==> src/rtl/scan_pkg.sv <==
// Shared types, decoder enable patterns and the round-robin slot search
// used by the decoder scan sequencer.
package scan_pkg;

  typedef enum logic [1:0] {
    ST_IDLE  = 2'd0,
    ST_BLANK = 2'd1,
    ST_DRIVE = 2'd2
  } state_e;

  typedef struct packed {
    logic g1;
    logic g2a;
    logic g2b;
  } dec_en_t;

  localparam dec_en_t DEC_ON  = 3'b100;
  localparam dec_en_t DEC_OFF = 3'b011;

  typedef struct packed {
    logic       wrap;
    logic [2:0] idx;
  } slot_t;

  // First set mask bit strictly after sel, wrapping 7->0; a lone bit finds itself.
  function automatic slot_t next_slot(input logic [7:0] mask, input logic [2:0] sel);
    slot_t      r;
    logic       found;
    logic [2:0] i;
    r.idx  = sel;
    r.wrap = 1'b0;
    found  = 1'b0;
    for (int k = 1; k <= 8; k++) begin
      i = sel + 3'(k);
      if (!found && mask[i]) begin
        found = 1'b1;
        r.idx = i;
      end
    end
    r.wrap = (r.idx <= sel);
    return r;
  endfunction

  function automatic logic [7:0] strobe_n(input logic [2:0] idx);
    return ~(8'b1 << idx);
  endfunction

endpackage

==> src/rtl/decoder_scan_ctrl_if.sv <==
// Control and decoder-side signals of the scan sequencer. The master is the
// sequencer; the slave is the surrounding timing logic plus the decoder.
interface decoder_scan_ctrl_if;
  logic       EN;
  logic [7:0] MASK;
  logic       C;
  logic       B;
  logic       A;
  logic       G1;
  logic       G2A;
  logic       G2B;
  logic [7:0] Y_N;
  logic       BUSY;
  logic       FRAME;

  modport master (
    input  EN, MASK,
    output C, B, A, G1, G2A, G2B, Y_N, BUSY, FRAME
  );

  modport slave (
    output EN, MASK,
    input  C, B, A, G1, G2A, G2B, Y_N, BUSY, FRAME
  );
endinterface

==> src/rtl/scan_sel_search.sv <==
// Combinational 8-bit round-robin search: next enabled slot after start_i.
module scan_sel_search
  import scan_pkg::*;
(
  input  logic [7:0] mask_i,
  input  logic [2:0] start_i,
  output logic [2:0] idx_o,
  output logic       valid_o,
  output logic       wrap_o
);
  slot_t res;

  assign res     = next_slot(mask_i, start_i);
  assign idx_o   = res.idx;
  assign wrap_o  = res.wrap;
  assign valid_o = |mask_i;
endmodule

==> src/rtl/decoder_scan_ctrl.sv <==
// Scan sequencer for an active-low 3-to-8 decoder: round-robin over enabled
// slots with a blanking gap before each slot and a FRAME pulse on wrap.
module decoder_scan_ctrl
  import scan_pkg::*;
#(
  parameter int unsigned DIV   = 1000,
  parameter int unsigned BLANK = 4
) (
  input  logic                CLK,
  input  logic                CLR_N,
  decoder_scan_ctrl_if.master bus,
  output state_e              dbg_state_o
);
  localparam logic [15:0] CNT_DRIVE = 16'(DIV - 1);
  localparam logic [15:0] CNT_BLANK = 16'(BLANK - 1);

  state_e      state_q;
  logic [15:0] cnt_q;
  logic [2:0]  sel_q;
  dec_en_t     dec_q;
  logic [7:0]  y_n_q;
  logic        busy_q;
  logic        frame_q;

  logic [2:0]  srch_idx;
  logic        srch_valid;
  logic        srch_wrap;
  logic        boundary;

  // Searching from 7 out of IDLE lands on the lowest set bit.
  scan_sel_search u_search (
    .mask_i  (bus.MASK),
    .start_i ((state_q == ST_IDLE) ? 3'd7 : sel_q),
    .idx_o   (srch_idx),
    .valid_o (srch_valid),
    .wrap_o  (srch_wrap)
  );

  assign boundary = (state_q == ST_IDLE) || ((state_q == ST_DRIVE) && (cnt_q == '0));

  always_ff @(posedge CLK or negedge CLR_N) begin
    if (!CLR_N) begin
      state_q <= ST_IDLE;
      cnt_q   <= '0;
      sel_q   <= 3'd0;
      dec_q   <= DEC_OFF;
      y_n_q   <= 8'hFF;
      busy_q  <= 1'b0;
      frame_q <= 1'b0;
    end else begin
      frame_q <= 1'b0;
      if (!bus.EN) begin
        state_q <= ST_IDLE;
        cnt_q   <= '0;
        dec_q   <= DEC_OFF;
        y_n_q   <= 8'hFF;
        busy_q  <= 1'b0;
      end else if (boundary) begin
        if (srch_valid) begin
          sel_q   <= srch_idx;
          frame_q <= srch_wrap && (state_q == ST_DRIVE);
          busy_q  <= 1'b1;
          if (BLANK == 0) begin
            state_q <= ST_DRIVE;
            cnt_q   <= CNT_DRIVE;
            dec_q   <= DEC_ON;
            y_n_q   <= strobe_n(srch_idx);
          end else begin
            state_q <= ST_BLANK;
            cnt_q   <= CNT_BLANK;
            dec_q   <= DEC_OFF;
            y_n_q   <= 8'hFF;
          end
        end else begin
          state_q <= ST_IDLE;
          cnt_q   <= '0;
          dec_q   <= DEC_OFF;
          y_n_q   <= 8'hFF;
          busy_q  <= 1'b0;
        end
      end else if ((state_q == ST_BLANK) && (cnt_q == '0)) begin
        state_q <= ST_DRIVE;
        cnt_q   <= CNT_DRIVE;
        dec_q   <= DEC_ON;
        y_n_q   <= strobe_n(sel_q);
      end else if ((state_q == ST_BLANK) || (state_q == ST_DRIVE)) begin
        cnt_q <= cnt_q - 16'd1;
      end else begin
        state_q <= ST_IDLE;
      end
    end
  end

  assign bus.C       = sel_q[2];
  assign bus.B       = sel_q[1];
  assign bus.A       = sel_q[0];
  assign bus.G1      = dec_q.g1;
  assign bus.G2A     = dec_q.g2a;
  assign bus.G2B     = dec_q.g2b;
  assign bus.Y_N     = y_n_q;
  assign bus.BUSY    = busy_q;
  assign bus.FRAME   = frame_q;
  assign dbg_state_o = state_q;
endmodule

==> src/flat_wrapper.sv <==
// flat-port wrapper written by rule: the top's interface ports become plain ports
module decoder_scan_ctrl_flat import scan_pkg::*;
#(
  parameter int unsigned DIV   = 1000,
  parameter int unsigned BLANK = 4
)
  (CLK, CLR_N, dbg_state_o, bus_EN, bus_MASK, bus_C, bus_B, bus_A, bus_G1, bus_G2A, bus_G2B, bus_Y_N, bus_BUSY, bus_FRAME);
  decoder_scan_ctrl_if bus_i ();
  input  logic CLK;
  input  logic CLR_N;
  output state_e dbg_state_o;
  input wire logic [$bits(bus_i.EN)-1:0] bus_EN;
  input wire logic [$bits(bus_i.MASK)-1:0] bus_MASK;
  output wire logic [$bits(bus_i.C)-1:0] bus_C;
  output wire logic [$bits(bus_i.B)-1:0] bus_B;
  output wire logic [$bits(bus_i.A)-1:0] bus_A;
  output wire logic [$bits(bus_i.G1)-1:0] bus_G1;
  output wire logic [$bits(bus_i.G2A)-1:0] bus_G2A;
  output wire logic [$bits(bus_i.G2B)-1:0] bus_G2B;
  output wire logic [$bits(bus_i.Y_N)-1:0] bus_Y_N;
  output wire logic [$bits(bus_i.BUSY)-1:0] bus_BUSY;
  output wire logic [$bits(bus_i.FRAME)-1:0] bus_FRAME;
  assign bus_i.EN = bus_EN;
  assign bus_i.MASK = bus_MASK;
  assign bus_C = bus_i.C;
  assign bus_B = bus_i.B;
  assign bus_A = bus_i.A;
  assign bus_G1 = bus_i.G1;
  assign bus_G2A = bus_i.G2A;
  assign bus_G2B = bus_i.G2B;
  assign bus_Y_N = bus_i.Y_N;
  assign bus_BUSY = bus_i.BUSY;
  assign bus_FRAME = bus_i.FRAME;
  decoder_scan_ctrl #(.DIV(DIV), .BLANK(BLANK)) u_core (.CLK(CLK), .CLR_N(CLR_N), .bus(bus_i), .dbg_state_o(dbg_state_o));
endmodule
==> config.mk <==
export PLATFORM = sky130hd
export DESIGN_NAME = decoder_scan_ctrl_flat
export DESIGN_NICKNAME = d
export VERILOG_FILES = /design/src/rtl/scan_pkg.sv /design/src/rtl/decoder_scan_ctrl_if.sv /design/src/rtl/scan_sel_search.sv /design/src/rtl/decoder_scan_ctrl.sv /design/src/flat_wrapper.sv
export SDC_FILE = /design/constraint.sdc
export NUM_CORES = 1
export LEC_CHECK = 0
export BUFFER_PORTS_ARGS = -buffer_cell sky130_fd_sc_hd__buf_2
export CORE_ASPECT_RATIO = 1.1
export CORE_MARGIN = 2
export CORE_UTILIZATION = 50
export DETAILED_ROUTE_END_ITERATION = 8
export PLACE_DENSITY = 0.76
export SYNTH_ARGS = -nofsm -noshare
export SYNTH_HDL_FRONTEND = slang
export SYNTH_SLANG_ARGS = --single-unit
==> constraint.sdc <==
create_clock -name CLK -period 4.6 [get_ports CLK]
set_input_delay 0.46 -clock CLK [delete_from_list [all_inputs] [get_ports CLK]]
set_output_delay 0.46 -clock CLK [all_outputs]
set_load 0.02 [all_outputs]
==> report_table.html, run 1 <==
<table>
<tr><th>Metric</th><th>Value</th></tr>
<tr><th colspan="2">Timing</th></tr>
<tr><td>Final-layout setup total negative slack</td><td>0 ps</td></tr>
<tr><td>Final Hold Vio Count</td><td>0</td></tr>
<tr><td>Final-layout worst hold slack</td><td>234 ps</td></tr>
<tr><td>Measured slew at the worst slew-check pin</td><td>720 ps</td></tr>
<tr><td>Worst slew margin relative to its limit</td><td>52.0%</td></tr>
<tr><td>Worst setup skew after layout</td><td>7.24 ps</td></tr>
<tr><td>Unrepaired setup endpoints after global routing</td><td>false</td></tr>
<tr><td>Share of the cycle needed by the critical path after routing</td><td>85.1%</td></tr>
<tr><td>Tmin final</td><td>3920 ps</td></tr>
<tr><td>Count of final setup violators</td><td>0</td></tr>
<tr><td>Maximum achievable frequency</td><td>255 MHz</td></tr>
<tr><td>Count of pins over their slew limit</td><td>0</td></tr>
<tr><th colspan="2">GRT</th></tr>
<tr><td>Total global routing track utilization</td><td>23.4%</td></tr>
<tr><td>Number of antenna violations at the first check in global routing</td><td>0</td></tr>
<tr><td>Total congestion overflow after global routing</td><td>0</td></tr>
<tr><td>Global-route wire length before repair</td><td>10.8 mm</td></tr>
<tr><td>Largest net degree at the start of global routing</td><td>34</td></tr>
<tr><td>Number of global-route vias before repair</td><td>2321</td></tr>
<tr><th colspan="2">Synthesis</th></tr>
<tr><td>Sequential element share of the synthesized area</td><td>31.7%</td></tr>
<tr><td>Number of synthesized flops with an enable pin</td><td>0</td></tr>
<tr><td>Top_reg_cell synth</td><td>sky130_fd_sc_hd__dfrtp_1</td></tr>
<tr><td>Number of instances in the synthesized netlist</td><td>305</td></tr>
<tr><td>Ys async rst share</td><td>100%</td></tr>
<tr><td>Synthesized area per cell</td><td>8.65 sq um</td></tr>
<tr><td>Area of the mapped netlist</td><td>2640 sq um</td></tr>
<tr><td>Distinct cell type count after synthesis</td><td>65</td></tr>
<tr><td>Synth Register Bits</td><td>33</td></tr>
<tr><td>Post-Synthesis Net Count</td><td>323</td></tr>
<tr><td>Number of warning messages in the yosys log</td><td>0</td></tr>
<tr><th colspan="2">Clocking</th></tr>
<tr><td>TritonCTS clock tree</td><td>built</td></tr>
<tr><td>Clock-pin slew of the registers on the worst-case setup and hold paths</td><td>70 ps</td></tr>
<tr><td>Buffers from clock root to sink, at most</td><td>2</td></tr>
<tr><td>Number of gates resized after cts</td><td>0</td></tr>
<tr><td>Number of clock sinks</td><td>33</td></tr>
<tr><td>Max H-tree Level</td><td>2</td></tr>
<tr><td>Number of clock buffers inserted by TritonCTS</td><td>5</td></tr>
<tr><td>Clock insertion delay at the later pin of the skew report</td><td>280 ps</td></tr>
<tr><td>Count of buffers added by post-CTS timing repair for setup</td><td>0</td></tr>
<tr><td>Post-CTS Hold Buffers</td><td>0</td></tr>
<tr><td>Clock tree root driver cell</td><td>sky130_fd_sc_hd__clkbuf_8</td></tr>
<tr><th colspan="2">Critical path</th></tr>
<tr><td>CP startpoint kind</td><td>flip-flop</td></tr>
<tr><td>Required time of the worst setup path</td><td>4820 ps</td></tr>
<tr><td>WS Path Type</td><td>flip-flop to flip-flop</td></tr>
<tr><td>CP endpoint kind</td><td>flip-flop</td></tr>
<tr><td>Highest net fanout along the worst path</td><td>12</td></tr>
<tr><td>WP data arrival</td><td>4130 ps</td></tr>
<tr><th colspan="2">Die</th></tr>
<tr><td>Die span in y</td><td>80.2 um</td></tr>
<tr><td>Initial cell density of the core</td><td>52.4%</td></tr>
<tr><td>Site row count</td><td>27</td></tr>
<tr><td>Chip Width</td><td>73.3 um</td></tr>
<tr><td>Core area</td><td>5030 sq um</td></tr>
<tr><td>Die area</td><td>5880 sq um</td></tr>
<tr><td>Total I/O pin count</td><td>29</td></tr>
<tr><th colspan="2">Pwr</th></tr>
<tr><td>Cell leakage power</td><td>0.00125 uW</td></tr>
<tr><td>Maximum vdd drop</td><td>0.000246 V</td></tr>
<tr><td>Power Density</td><td>498 nW/um^2</td></tr>
<tr><th colspan="2">Placement</th></tr>
<tr><td>Number of port buffers</td><td>28</td></tr>
<tr><td>DP Wirelength</td><td>4.85 mm</td></tr>
<tr><td>Routability cong.</td><td>0.896</td></tr>
<tr><th colspan="2">Routing</th></tr>
<tr><td>Vias per cell</td><td>6.29</td></tr>
<tr><td>Number of remaining DRC errors</td><td>0</td></tr>
<tr><td>First-pass iteration count of the detailed router</td><td>4</td></tr>
<tr><td>Number of nets with antenna violations after routing</td><td>0</td></tr>
<tr><td>Number of DRC violations after detailed-routing iteration 0</td><td>165</td></tr>
<tr><td>Wire length per cell after detailed routing</td><td>16.6 um</td></tr>
<tr><td>Number of vias in the routed layout</td><td>2441</td></tr>
<tr><td>Total wirelength of the detailed-routed design</td><td>6.44 mm</td></tr>
<tr><th colspan="2">Final layout</th></tr>
<tr><td>Synthesis-to-layout area growth</td><td>10.8%</td></tr>
<tr><td>Fill cells</td><td>435</td></tr>
<tr><td>Leading cell types in the layout, fill and taps excluded</td><td>sky130_fd_sc_hd__nand2_1, sky130_fd_sc_hd__buf_2, sky130_fd_sc_hd__nor2_1</td></tr>
<tr><td>Number of nets at the end of the flow</td><td>347</td></tr>
<tr><td>Most common cell after layout, fill and taps aside</td><td>sky130_fd_sc_hd__nand2_1</td></tr>
<tr><td>Share of layout cells above drive strength 1</td><td>21.2%</td></tr>
<tr><td>Inserted Diodes</td><td>0</td></tr>
<tr><th colspan="2">Run status</th></tr>
<tr><td>Run status</td><td>completed</td></tr>
<tr><th colspan="2">Flow run</th></tr>
<tr><td>Count of maximum capacitance violations</td><td>0</td></tr>
<tr><th colspan="2">Hold path</th></tr>
<tr><td>Worst min-delay path class</td><td>input port to asynchronous set/reset pin</td></tr>
</table>
==> cells by family after synthesis <==
group / count (synthesis) / share of synthesized area (%)
AO/OA/AOI/OAI: 81 / 20.5
AND/OR/NAND/NOR: 118 / 23.0
flip-flops: 33 / 31.7
adder cells (fa/ha/maj): 7 / 3.32
buffers and inverters: 28 / 4.84
XOR/XNOR: 17 / 5.64
multiplexers: 21 / 11.0
==> flip-flops by register name, indices dropped and copies added (netlist names) <==
name / cells
u_core.bus.BUSY: 1
u_core.bus.Y_N: 8
u_core.bus.G2A: 1
u_core.cnt_q: 16
u_core.bus.FRAME: 1
u_core.dbg_state_o: 2
u_core.bus.G1: 1
u_core.sel_q: 3
==> through the flow <==
stage | utilization [%] | setup WS (ps) | instance area, sq um | cells | total power [uW]
after global placement | 55.8 | 867 | 2810 | 380 | 1160
final | 58.1 | 683 | 2920 | 388 | 1460
after detailed placement | 55.8 | 689 | 2810 | 380 | 1160
after floorplan | - | 832 | 2640 | 305 | 992
after CTS | 58.1 | 706 | 2920 | 388 | 1450
after global routing | 58.1 | 359 | 2920 | 388 | 1560
==> synth_stat cells (all sizes together), types with 3 or more instances <==
cell / n / share of area (%)
and2: 4 / 0.95
a21o: 5 / 1.4
dfstp: 9 / 9.0
nand2: 32 / 4.6
mux2i: 9 / 3.4
mux2: 7 / 3.3
buf: 7 / 1.7
inv: 13 / 2.0
a31oi: 3 / 0.71
o22ai: 5 / 1.2
o22a: 3 / 1.0
a211oi: 6 / 1.9
o211ai: 5 / 1.4
nor3: 16 / 3.0
clkbuf: 8 / 1.1
a21oi: 19 / 3.6
dfrtp: 24 / 23
xnor2: 10 / 3.3
xor2: 7 / 2.3
nor2: 30 / 5.3
o21ai: 16 / 3.0
nand2b: 3 / 0.71
or2: 6 / 1.4
or3: 4 / 0.95
ha: 7 / 3.3
nor4: 6 / 1.7
nand3: 5 / 0.95
mux4: 5 / 4.3
==> worst max-delay path: stages, from the launching register on <==
cell	delay, ps
sky130_fd_sc_hd__dfrtp_1	390
sky130_fd_sc_hd__inv_1	110
sky130_fd_sc_hd__ha_1	550
sky130_fd_sc_hd__nor2_1	150
sky130_fd_sc_hd__inv_2	180
sky130_fd_sc_hd__ha_1	240
sky130_fd_sc_hd__xnor2_1	150
sky130_fd_sc_hd__buf_4	190
sky130_fd_sc_hd__mux4_2	560
sky130_fd_sc_hd__or2_0	260
sky130_fd_sc_hd__a211oi_1	170
sky130_fd_sc_hd__o22ai_1	130
sky130_fd_sc_hd__nand2_1	80
sky130_fd_sc_hd__ha_1	230
sky130_fd_sc_hd__a21o_1	160
sky130_fd_sc_hd__a21oi_1	140
sky130_fd_sc_hd__a31oi_1	50
sky130_fd_sc_hd__nor2_1	120
==> power by group <==
part           switching (uW)  internal [uW]
sequential               70.1            316
combinational             467            325
clock                     100            176
==> per-layer routing <==
| layer | track usage [%] | up-vias | wire (um) |
|---|---|---|---|
| li1 | - | 1171 | - |
| met1 | 30.9 | 1149 | 2940 |
| met2 | 37.1 | 97 | 2880 |
| met3 | 3.76 | 24 | 375 |
| met4 | 10.9 | 0 | 253 |
| met5 | 0 | - | 0 |
==> final cells by class <==
| cell class | instances | area, sq um | share of cell area (%) |
|---|---|---|---|
| Clock buffer | 7 | 86.3 | 2.95 |
| Clock inverter | 1 | 30.0 | 1.03 |
| Inverter | 13 | 53.8 | 1.84 |
| Multi-Input combinational cell | 244 | 1670 | 57.3 |
| Sequential cell | 33 | 837 | 28.6 |
| Tap cell | 58 | 72.6 | 2.48 |
| Timing Repair Buffer | 32 | 170 | 5.82 |
==> final timing paths <==
path,to,cells after the start,slack [ps],from
worst max-delay path,u_core.bus.FRAME,17,680,u_core.dbg_state_o[0]
worst min-delay path,u_core.sel_q[0],1,230,CLR_N
max in group asynchronous,u_core.cnt_q[8],1,3900,CLR_N
worst max register to register,u_core.bus.FRAME,17,680,u_core.dbg_state_o[0]
worst min register to register,u_core.bus.G2A,2,470,u_core.bus.G2A
min in group CLK,u_core.bus.G2A,2,470,u_core.bus.G2A
Power figures use the tool's default switching activity.
==> inputs of run 2 (changes only) <==
ABC_AREA = 1   (was unset)
PLACE_DENSITY = 0.77   (was 0.76)
==> report_table.html, run 2 <==
<table>
<tr><th>Metric</th><th>Value</th></tr>
<tr><th colspan="2">Clocking</th></tr>
<tr><td>Post-CTS Hold Buffers</td><td>0 (unchanged)</td></tr>
<tr><td>Clock-pin slew of the registers on the worst-case setup and hold paths</td><td>70 ps (about the same)</td></tr>
<tr><td>Clock insertion delay at the later pin of the skew report</td><td>290 ps (was 280 ps)</td></tr>
<tr><td>Buffers from clock root to sink, at most</td><td>2 (unchanged)</td></tr>
<tr><td>Number of clock buffers inserted by TritonCTS</td><td>5 (unchanged)</td></tr>
<tr><td>Max H-tree Level</td><td>2 (unchanged)</td></tr>
<tr><td>Count of buffers added by post-CTS timing repair for setup</td><td>0 (unchanged)</td></tr>
<tr><td>Clock tree root driver cell</td><td>sky130_fd_sc_hd__clkbuf_8 (unchanged)</td></tr>
<tr><td>Number of gates resized after cts</td><td>0 (unchanged)</td></tr>
<tr><td>TritonCTS clock tree</td><td>built (unchanged)</td></tr>
<tr><td>Number of clock sinks</td><td>33 (unchanged)</td></tr>
<tr><th colspan="2">Die</th></tr>
<tr><td>Die span in y</td><td>79.2 um (was 80.2 um)</td></tr>
<tr><td>Chip Width</td><td>72.3 um (was 73.3 um)</td></tr>
<tr><td>Die area</td><td>5720 sq um (was 5880 sq um)</td></tr>
<tr><td>Initial cell density of the core</td><td>51.7% (was 52.4%)</td></tr>
<tr><td>Core area</td><td>4970 sq um (was 5030 sq um)</td></tr>
<tr><td>Site row count</td><td>27 (unchanged)</td></tr>
<tr><td>Total I/O pin count</td><td>29 (unchanged)</td></tr>
<tr><th colspan="2">Routing</th></tr>
<tr><td>Vias per cell</td><td>5.38 (was 6.29)</td></tr>
<tr><td>Total wirelength of the detailed-routed design</td><td>6.03 mm (was 6.44 mm)</td></tr>
<tr><td>First-pass iteration count of the detailed router</td><td>4 (unchanged)</td></tr>
<tr><td>Number of remaining DRC errors</td><td>0 (unchanged)</td></tr>
<tr><td>Number of nets with antenna violations after routing</td><td>0 (unchanged)</td></tr>
<tr><td>Wire length per cell after detailed routing</td><td>13.3 um (was 16.6 um)</td></tr>
<tr><td>Number of DRC violations after detailed-routing iteration 0</td><td>179 (was 165)</td></tr>
<tr><td>Number of vias in the routed layout</td><td>2431 (was 2441)</td></tr>
<tr><th colspan="2">Timing</th></tr>
<tr><td>Count of pins over their slew limit</td><td>0 (unchanged)</td></tr>
<tr><td>Share of the cycle needed by the critical path after routing</td><td>74.9% (was 85.1%)</td></tr>
<tr><td>Final Hold Vio Count</td><td>0 (unchanged)</td></tr>
<tr><td>Worst setup skew after layout</td><td>4.10 ps (was 7.24 ps)</td></tr>
<tr><td>Measured slew at the worst slew-check pin</td><td>713 ps (was 720 ps)</td></tr>
<tr><td>Tmin final</td><td>3440 ps (was 3920 ps)</td></tr>
<tr><td>Unrepaired setup endpoints after global routing</td><td>false (unchanged)</td></tr>
<tr><td>Worst slew margin relative to its limit</td><td>52.4% (was 52.0%)</td></tr>
<tr><td>Final-layout setup total negative slack</td><td>0 ps (unchanged)</td></tr>
<tr><td>Maximum achievable frequency</td><td>290 MHz (was 255 MHz)</td></tr>
<tr><td>Count of final setup violators</td><td>0 (unchanged)</td></tr>
<tr><th colspan="2">Synthesis</th></tr>
<tr><td>Largest cells by area after synthesis</td><td>sky130_fd_sc_hd__dfrtp_1, sky130_fd_sc_hd__nand2_1, sky130_fd_sc_hd__dfstp_2, sky130_fd_sc_hd__nand3_1, sky130_fd_sc_hd__inv_1 (was sky130_fd_sc_hd__dfrtp_1, sky130_fd_sc_hd__dfstp_2, sky130_fd_sc_hd__nand2_1, sky130_fd_sc_hd__mux4_2, sky130_fd_sc_hd__nor2_1)</td></tr>
<tr><td>Cell taking the most area after synthesis</td><td>sky130_fd_sc_hd__dfrtp_1 (unchanged)</td></tr>
<tr><td>Post-Synthesis Net Count</td><td>382 (was 323)</td></tr>
<tr><td>Most frequent cell after synthesis</td><td>sky130_fd_sc_hd__nand2_1 (unchanged)</td></tr>
<tr><td>Ranking of synthesized cells by instance count</td><td>sky130_fd_sc_hd__nand2_1, sky130_fd_sc_hd__inv_1, sky130_fd_sc_hd__nand3_1 (was sky130_fd_sc_hd__nand2_1, sky130_fd_sc_hd__nor2_1, sky130_fd_sc_hd__dfrtp_1)</td></tr>
<tr><td>Share of the synthesized area in the top cell type</td><td>23.4% (was 22.8%)</td></tr>
<tr><td>Synthesized area per cell</td><td>7.05 sq um (was 8.65 sq um)</td></tr>
<tr><td>Distinct cell type count after synthesis</td><td>41 (was 65)</td></tr>
<tr><td>Number of instances in the synthesized netlist</td><td>364 (was 305)</td></tr>
<tr><td>Number of warning messages in the yosys log</td><td>0 (unchanged)</td></tr>
<tr><td>Number of synthesized flops with an enable pin</td><td>0 (unchanged)</td></tr>
<tr><td>Sequential element share of the synthesized area</td><td>32.6% (was 31.7%)</td></tr>
<tr><td>Top_reg_cell synth</td><td>sky130_fd_sc_hd__dfrtp_1 (unchanged)</td></tr>
<tr><td>Synth Register Bits</td><td>33 (unchanged)</td></tr>
<tr><td>Area of the mapped netlist</td><td>2570 sq um (was 2640 sq um)</td></tr>
<tr><td>Ys async rst share</td><td>100% (unchanged)</td></tr>
<tr><th colspan="2">Critical path</th></tr>
<tr><td>WS Path Type</td><td>flip-flop to flip-flop (unchanged)</td></tr>
<tr><td>Reg-to-reg setup timing slack</td><td>1160 ps (was 680 ps)</td></tr>
<tr><td>CP startpoint kind</td><td>flip-flop (unchanged)</td></tr>
<tr><td>Reg-to-reg endpoint</td><td>u_core.bus.FRAME (unchanged)</td></tr>
<tr><td>Number of cells on the worst reg-to-reg path</td><td>21 (was 17)</td></tr>
<tr><td>Required time of the worst setup path</td><td>4820 ps (about the same)</td></tr>
<tr><td>Highest net fanout along the worst path</td><td>8 (was 12)</td></tr>
<tr><td>Highest-delay cell along the critical path</td><td>sky130_fd_sc_hd__dfrtp_1 (was sky130_fd_sc_hd__mux4_2)</td></tr>
<tr><td>Delay contributed by the slowest stage of the critical path</td><td>390 ps (was 560 ps)</td></tr>
<tr><td>CP endpoint kind</td><td>flip-flop (unchanged)</td></tr>
<tr><td>R2r startpoint</td><td>u_core.dbg_state_o[0] (unchanged)</td></tr>
<tr><td>WP data arrival</td><td>3660 ps (was 4130 ps)</td></tr>
<tr><td>Critical Path, Cell by Cell</td><td>inv_1 -&gt; ha_1 -&gt; inv_2 -&gt; nand2_2 -&gt; ha_1 -&gt; inv_1 -&gt; nand3_1 -&gt; nand3_1 -&gt; nand2_4 -&gt; nand3_4 -&gt; nor3_4 -&gt; nand2_1 -&gt; nand3_1 -&gt; nand3_1 -&gt; nand2_1 -&gt; inv_1 -&gt; ha_1 -&gt; nand2_1 -&gt; inv_1 -&gt; a221o_1 -&gt; a21oi_1 (was inv_1 -&gt; ha_1 -&gt; nor2_1 -&gt; inv_2 -&gt; ha_1 -&gt; xnor2_1 -&gt; buf_4 -&gt; mux4_2 -&gt; or2_0 -&gt; a211oi_1 -&gt; o22ai_1 -&gt; nand2_1 -&gt; ha_1 -&gt; a21o_1 -&gt; a21oi_1 -&gt; a31oi_1 -&gt; nor2_1)</td></tr>
<tr><th colspan="2">Final layout</th></tr>
<tr><td>Max reg flops</td><td>16 (unchanged)</td></tr>
<tr><td>Top register by number of flip-flops</td><td>u_core.cnt_q (unchanged)</td></tr>
<tr><td>Synthesis-to-layout area growth</td><td>10.4% (was 10.8%)</td></tr>
<tr><td>Share of layout cells above drive strength 1</td><td>20.6% (was 21.2%)</td></tr>
<tr><td>Number of nets at the end of the flow</td><td>411 (was 347)</td></tr>
<tr><td>Inserted Diodes</td><td>0 (unchanged)</td></tr>
<tr><td>Most common cell after layout, fill and taps aside</td><td>sky130_fd_sc_hd__nand2_1 (unchanged)</td></tr>
<tr><td>Leading cell types in the layout, fill and taps excluded</td><td>sky130_fd_sc_hd__nand2_1, sky130_fd_sc_hd__inv_1, sky130_fd_sc_hd__nand3_1 (was sky130_fd_sc_hd__nand2_1, sky130_fd_sc_hd__buf_2, sky130_fd_sc_hd__nor2_1)</td></tr>
<tr><td>Final standard cell area without fillers</td><td>2840 sq um (was 2920 sq um)</td></tr>
<tr><td>Cell Count, Final, Fillers Out</td><td>452 (was 388)</td></tr>
<tr><td>Final core utilization</td><td>57.1% (was 58.1%)</td></tr>
<tr><th colspan="2">Run status</th></tr>
<tr><td>Run status</td><td>completed (unchanged)</td></tr>
<tr><th colspan="2">Placement</th></tr>
<tr><td>DP Wirelength</td><td>4.75 mm (was 4.85 mm)</td></tr>
<tr><td>Routability cong.</td><td>0.933 (was 0.896)</td></tr>
<tr><td>Number of placed instances with taps included</td><td>444 (was 380)</td></tr>
<tr><td>Cell area after placement</td><td>2730 sq um (was 2810 sq um)</td></tr>
<tr><td>Number of port buffers</td><td>28 (unchanged)</td></tr>
<tr><th colspan="2">Pwr</th></tr>
<tr><td>Cell leakage power</td><td>0.00148 uW (was 0.00125 uW)</td></tr>
<tr><td>Power Density</td><td>498 nW/um^2 (about the same)</td></tr>
<tr><td>Maximum vdd drop</td><td>0.000281 V (was 0.000246 V)</td></tr>
<tr><th colspan="2">GRT</th></tr>
<tr><td>Largest net degree at the start of global routing</td><td>34 (unchanged)</td></tr>
<tr><td>Number of global-route vias before repair</td><td>2404 (was 2321)</td></tr>
<tr><td>Total global routing track utilization</td><td>24.0% (was 23.4%)</td></tr>
<tr><td>Number of antenna violations at the first check in global routing</td><td>0 (unchanged)</td></tr>
<tr><td>Global-route wire length before repair</td><td>10.8 mm (about the same)</td></tr>
<tr><td>Total congestion overflow after global routing</td><td>0 (unchanged)</td></tr>
<tr><th colspan="2">Hold path</th></tr>
<tr><td>Worst min-delay path class</td><td>input port to asynchronous set/reset pin (unchanged)</td></tr>
<tr><th colspan="2">Flow run</th></tr>
<tr><td>Count of maximum capacitance violations</td><td>0 (unchanged)</td></tr>
</table>
-- run 2: final cells by class --
type,instances,area (sq um)
clock buffer,7,96.3
clock inverter,1,5.00
fill,497,2130
inverter,51,193
multi-input combinational,274,1490
sequential,33,837
tap,58,72.6
timing repair buffer,28,140
-- run 2: critical path: cells and delay by family (launching register included) --
| kind | cells | cell delay (ps) |
|---|---|---|
| AND/OR/NAND/NOR | 11 | 1170 |
| AO/OA/AOI/OAI | 2 | 420 |
| adder cells (fa/ha/maj) | 3 | 940 |
| buffers and inverters | 5 | 440 |
| flip-flops | 1 | 390 |
-- run 2: worst max-delay path by stage --
stage	slack, ps	to	from	cells after the start
global route	750	u_core.bus.FRAME	u_core.dbg_state_o[0]	21
floorplan	1310	u_core.bus.FRAME	u_core.dbg_state_o[0]	21
global placement	1240	u_core.bus.FRAME	u_core.dbg_state_o[1]	23
detailed placement	1170	u_core.bus.FRAME	u_core.dbg_state_o[0]	21
finish	1160	u_core.bus.FRAME	u_core.dbg_state_o[0]	21
CTS	1160	u_core.bus.FRAME	u_core.dbg_state_o[0]	21
-- run 2: report_power, final --
part           leakage, uW  internal [uW]  total, uW  switching, uW
logic              0.00101            254        804            550
registers         0.000416            319        365           45.7
clock network    0.0000542            135        242            107
-- run 2: cells by family (layout without fill, tap and decap cells) --
kind of cell	count (synthesis)	count (layout)	share of synthesized area (%)
xor gates and xnor gates	12	12	4.09
adders and majority gates	7	7	3.41
AOI/OAI and AO/OA	32	32	8.48
DFF	33	33	32.6
and+or+nand+nor	223	223	42.1
buffers and inverters	57	87	9.31
-- run 2: stage by stage --
stage / worst slack (ps) / hold WS, ps / power (uW)
CTS: 1160 / 243 / 1410
global placement: 1240 / 463 / 1160
detailed placement: 1170 / 474 / 1160
global route: 754 / 274 / 1540
finish: 1160 / 220 / 1410
floorplan: 1310 / 164 / 1010
-- run 2: routing by layer --
metal	routed length [um]	global-route usage [%]	part of all wire, %	up-vias
li1	-	-	-	1230
met1	2720	29.9	45	1123
met4	189	11.7	3.1	0
met3	246	3.81	4.1	16
met2	2870	39.9	48	62
met5	0	0	0	-
